$ cat config.mk
export PLATFORM = sky130hd
export DESIGN_NAME = hazard_fwd_unit
export DESIGN_NICKNAME = d
export VERILOG_FILES = /design/src/rtl/hazard_fwd_unit.sv
export SDC_FILE = /design/constraint.sdc
export NUM_CORES = 1
export LEC_CHECK = 0
export CAP_MARGIN = 20
export CORE_MARGIN = 2
export CORE_UTILIZATION = 42
export DETAILED_ROUTE_END_ITERATION = 7
export GPL_TIMING_DRIVEN = 0
export PLACE_DENSITY = 0.76
export SYNTH_ARGS = -nofsm -noshare
export SYNTH_HDL_FRONTEND = slang
export SYNTH_SLANG_ARGS = --single-unit
export TNS_END_PERCENT = 10
$ cat constraint.sdc
create_clock -name clk -period 1.7 [get_ports clk]
set_input_delay 0.17 -clock clk [delete_from_list [all_inputs] [get_ports clk]]
set_output_delay 0.17 -clock clk [all_outputs]
set_load 0.05 [all_outputs]
$ cat src/rtl/hazard_fwd_unit.sv
// -----------------------------------------------------------------------------
// hazard_fwd_unit
//
// Purpose:
//   Hazard detection and operand forwarding for a classic 5-stage pipeline.
//   The unit keeps its own copy of the destination/control bits of the
//   instructions now in EX and MEM. From that copy it decides which bypass
//   path each ID source operand uses, and whether a load-use hazard needs a
//   one-cycle stall.
//
// Ports:
//   clk          in   1   pipeline clock, rising edge
//   rst          in   1   asynchronous active-high reset
//   id_rs/id_rt  in   5   ID source registers A/B
//   id_use_rs/rt in   1   ID instruction really reads rs/rt
//   id_destR     in   5   ID destination register (already resolved)
//   id_wreg      in   1   ID instruction writes the register file
//   id_m2reg     in   1   ID instruction is a load
//   id_valid     in   1   ID slot holds a real instruction
//   flush        in   1   squash the ID instruction into a bubble
//   id_fwda/b    out  2   00 = regfile, 01 = mem_aluR (EX producer),
//                         10 = wb_dest (MEM producer)
//   stall        out  1   hold PC and IF/ID this cycle
//   bubble       out  1   zero the ID/EX control bits at the next edge
//   stall_count  out  16  saturating count of stall cycles
// -----------------------------------------------------------------------------
module hazard_fwd_unit (
    input  logic        clk,
    input  logic        rst,
    input  logic [4:0]  id_rs,
    input  logic [4:0]  id_rt,
    input  logic        id_use_rs,
    input  logic        id_use_rt,
    input  logic [4:0]  id_destR,
    input  logic        id_wreg,
    input  logic        id_m2reg,
    input  logic        id_valid,
    input  logic        flush,
    output logic [1:0]  id_fwda,
    output logic [1:0]  id_fwdb,
    output logic        stall,
    output logic        bubble,
    output logic [15:0] stall_count
);

    // Tracking entries that mirror the instructions in EX and MEM.
    logic [4:0]  tex_dest_reg;
    logic        tex_wreg_reg;
    logic        tex_m2reg_reg;
    logic [4:0]  tmem_dest_reg;
    logic        tmem_wreg_reg;
    logic        tmem_m2reg_reg;
    logic [15:0] stall_count_reg;

    // Both source operands are handled the same way. Index 0 is rs and
    // index 1 is rt.
    logic [1:0][4:0] src;
    logic [1:0]      use_src;
    logic [1:0]      ex_hit;
    logic [1:0]      mem_hit;
    logic [1:0]      ex_load_hit;
    logic [1:0][1:0] fwd_sel;

    assign src     = {id_rt, id_rs};
    assign use_src = {id_use_rt, id_use_rs};

    genvar gi;
    generate
        for (gi = 0; gi < 2; gi++) begin : g_src
            // $0 is hard-wired, so an entry aimed at it never matches.
            assign ex_hit[gi]  = use_src[gi] & tex_wreg_reg &
                                 (tex_dest_reg != 5'd0) & (tex_dest_reg == src[gi]);
            assign mem_hit[gi] = use_src[gi] & tmem_wreg_reg &
                                 (tmem_dest_reg != 5'd0) & (tmem_dest_reg == src[gi]);
            // A load still in EX has no data yet, so it cannot be bypassed.
            assign ex_load_hit[gi] = ex_hit[gi] & tex_m2reg_reg;

            // EX is checked first so that the youngest producer wins.
            always_comb begin
                fwd_sel[gi] = 2'b00;
                if (ex_hit[gi]) begin
                    fwd_sel[gi] = 2'b01;
                end else if (mem_hit[gi]) begin
                    fwd_sel[gi] = 2'b10;
                end
            end
        end
    endgenerate

    assign id_fwda     = fwd_sel[0];
    assign id_fwdb     = fwd_sel[1];
    assign stall       = id_valid & (|ex_load_hit);
    assign bubble      = stall | flush | ~id_valid;
    assign stall_count = stall_count_reg;

    // A stalled cycle pushes a bubble into EX. On the next cycle the load
    // has moved to MEM, so the stall ends by itself after one cycle.
    always_ff @(posedge clk or posedge rst) begin
        if (rst) begin
            tex_dest_reg    <= 5'd0;
            tex_wreg_reg    <= 1'b0;
            tex_m2reg_reg   <= 1'b0;
            tmem_dest_reg   <= 5'd0;
            tmem_wreg_reg   <= 1'b0;
            tmem_m2reg_reg  <= 1'b0;
            stall_count_reg <= 16'd0;
        end else begin
            tmem_dest_reg  <= tex_dest_reg;
            tmem_wreg_reg  <= tex_wreg_reg;
            tmem_m2reg_reg <= tex_m2reg_reg;
            if (bubble) begin
                tex_dest_reg  <= 5'd0;
                tex_wreg_reg  <= 1'b0;
                tex_m2reg_reg <= 1'b0;
            end else begin
                tex_dest_reg  <= id_destR;
                tex_wreg_reg  <= id_wreg;
                tex_m2reg_reg <= id_m2reg;
            end
            if (stall && (stall_count_reg != 16'hFFFF)) begin
                stall_count_reg <= stall_count_reg + 16'd1;
            end
        end
    end

    // The MEM load flag is kept so the entry stays a full copy of the
    // pipeline. Nothing downstream reads it, because a load in MEM is
    // simply forwarded.
    logic unused_ok;
    assign unused_ok = tmem_m2reg_reg;

endmodule

==> qor.yml <==
status: "complete, but fails checks"
violations: "setup timing"
power_density_nw_per_um2: 556.7
path_class: "flop to output pin"
synthesis.area_sq_um: 1494
rsz0062_at_grt: "true"
fin_area_sq_um: 2288
drive_gt1_share_pct: 32.83
drcViolationCount: 0
routed_wirelength_mm: 3.571
routed-via-count: 1235
antenna_left: 0
synth_cells: 136
ys_async_sr_fraction_pct: 100.0
dieArea_sq_um: 4050
dpl.hpwl_mm: 2.516
grt_pass1_vias: 1229
design.core.area_sq_um: 3390
first_iter_violations: 52
drt_first_pass_iters: 4
cts_buffers: 5
use_met1_pct: 22.63
leakage_nw: 1.158
ir_drop_mv: 0.4331
final_nets: 221
gp_congestion: 0.8162
ys_ff_latch: 29
overflow: 0
htreeDepth: 2
synth_mux_area_share_pct: 1.005
cts_tree: "built"
use_met3_pct: 3.750
maxSlewHeadroom_pct: 63.96
synth_edf_count: 0
hold_class: "primary input to asynchronous set/reset pin"
syn_nets: 160
path_buf_inv: 3
synth_top_family_by_area: "simple AND/OR/NAND/NOR gates"
antenna_found_initial: 0
die_h_um: 63.64
critical_path.top_delay_family: "simple AND/OR/NAND/NOR gates"
synth-simple-area-share_pct: 24.62
grt_max_degree: 30
grt_use_total_pct: 18.56
synth_top_cell_by_area: "dfrtp_1"
ioPinCount: 45
endpoint_kind: "output pin"
arrival_ns: 2.06
antenna_cells: 0
crit_path_frequent_cell: "buf_6"
total_power_mw: 1.274
place_ws_ns: -1.120
cp-start-kind: "flop"
critPathRequiredTime_ns: 1.53
ys_types: 30
synth_commonest_cells: "29 x dfrtp_1, 29 x xor2_1, 10 x nor4_1"
clock_sinks: 29
fmax_mhz: 448.3
hold_slack_ns: 0.1067
final-setup-viol-count: 29
wl_per_cell_um: 14.64
vias_per_cell: 5.061
nFillCells: 268
avgSynthCellArea_sq_um: 10.98
fin_crit_sh_pct: 131.2
crit_path_cell_trace: "or4_4, o21a_4, and3_4, o21ai_4, buf_6, inv_2, buf_6"
synthTopCellsByArea: "dfrtp_1 49%, xor2_1 17%, nor4_1 4.2%"
fp-row-count: 21
dpl-instance-area_sq_um: 2029
clk_pin_slew_ns: 0.10
skew_ns: 0.007814
period_needed_ns: 2.231
clkLatencyLatePin_ns: 0.31
largest_register_ffs: 16
port_buffers: 44
synth-main-ff-cell: "dfrtp_1"
cpPeakStageDelay_ns: 0.53
die_w_um: 63.64
grt_pass1_wl_mm: 5.782
synth-seq-area-share_pct: 48.58
cts_buffer_depth: 2
slew_violations: 0
yosysTopAreaCellShare_pct: 48.58
syn2layout_area_growth_pct: 53.18
start_util_pct: 44.08
critPathMaxFanout: 5
synth_adder_area_share_pct: 0.8375
final_core_util_pct: 67.52
cts_root_buf: "clkbuf_4"
synth_compound_area_share_pct: 1.926
hold_violations: 0
fin_ws_ns: -0.5306
synth_xor_area_share_pct: 21.02
busiest_layer: "met2"
drv_cap: 0
worst_pin_slew_ns: 0.5388
grtUsageMet2_pct: 31.05
crit_slowest_cell: "or4_4"
ys_warn_count: 0
==> routing by layer <==
metal  vias to the layer above  part of all wire, %
li1                        594                    -
met1                       600                   41
met2                        35                   54
met3                         6                  3.8
met4                         0                  1.7
met5                         -                    0
==> worst paths after layout <==
check / startpoint / endpoint / slack, ns / depth (start not counted)
worst max-delay path: tex_dest_reg[1]$_DFF_PP0_ / stall / -0.53 / 7
worst min-delay path: rst / stall_count[5]$_DFFE_PP0P_ / 0.11 / 2
worst max register to register: tex_dest_reg[2]$_DFF_PP0_ / stall_count[7]$_DFFE_PP0P_ / -0.46 / 8
worst min register to register: tex_wreg_reg$_DFF_PP0_ / tmem_wreg_reg$_DFF_PP0_ / 0.42 / 0
max in group asynchronous: rst / stall_count[14]$_DFFE_PP0P_ / 1.16 / 3
min in group clk: id_destR[4] / tex_dest_reg[4]$_DFF_PP0_ / 0.41 / 2
==> through the flow <==
step / std cells / setup TNS (ns)
floorplan: 136 / -3.610
global placement: 226 / -13.33
detailed placement: 226 / -13.87
CTS: 241 / -9.688
global route: 244 / -12.97
finish: 244 / -10.14
==> area by class of cell <==
class                      count  area (sq um)  share of cell area (%)
multi-input combinational    101         864.6                   37.78
clock buffer                   5         37.54                   1.640
buffer                         1         11.26                  0.4921
clock inverter                 3         17.52                  0.7654
sequential                    29         735.7                   32.15
inverter                       4         15.01                  0.6561
tap                           46         57.56                   2.515
timing repair buffer          55         549.3                   24.00
==> cells in the final DEF (no fill, tap or decap), drive strengths merged <==
cell type      instances
and2                   9
and3                   6
and3b                  1
buf                   18
clkbuf                 5
clkdlybuf4s50         22
clkinv                 2
clkinvlp               1
dfrtp                 29
dlygate4sd2           14
dlymetal6s2s           2
ha                     1
inv                    4
mux2                   1
nand2                  4
nand3                  9
nand4                  3
nor2                   5
nor3                   7
nor3b                  2
nor4                  10
o211ai                 1
o21a                   1
o21ai                  2
or3                    1
or4                    2
or4b                   1
xnor2                  6
xor2                  29
==> cell families after synthesis <==
logic type,count (synthesis)
simple gates,60
flops,29
xor+xnor,35
mux,1
compound gates,4
buf+inv,6
fa+ha+maj,1
==> power breakdown <==
group	internal, mW	switching (mW)	leakage (nW)
registers	0.701	0.0145	0.380
clock network	0.156	0.241	0.0310
logic	0.0941	0.0676	0.747
total	0.951	0.323	1.16
==> worst reg2reg max path, cell delays in order, from the launching register on <==
cell and delay [ns]:
dfrtp_1 0.43, buf_4 0.16, xor2_1 0.16, nor4_1 0.18
and3_2 0.27, buf_6 0.12, o21ai_4 0.07, or4b_4 0.52
xnor2_2 0.14
==> timing repair <==
| item | CTS | global route |
|---|---|---|
| buffers inserted | 8 | 2 |
| endpoints found under the setup margin | 43 | 31 |
| hold buffers | 0 | 0 |
| cloned | 0 | 0 |
| pin swaps | 8 | 6 |
| resized for setup | 67 | 15 |
(Power assumes the default switching activity.)
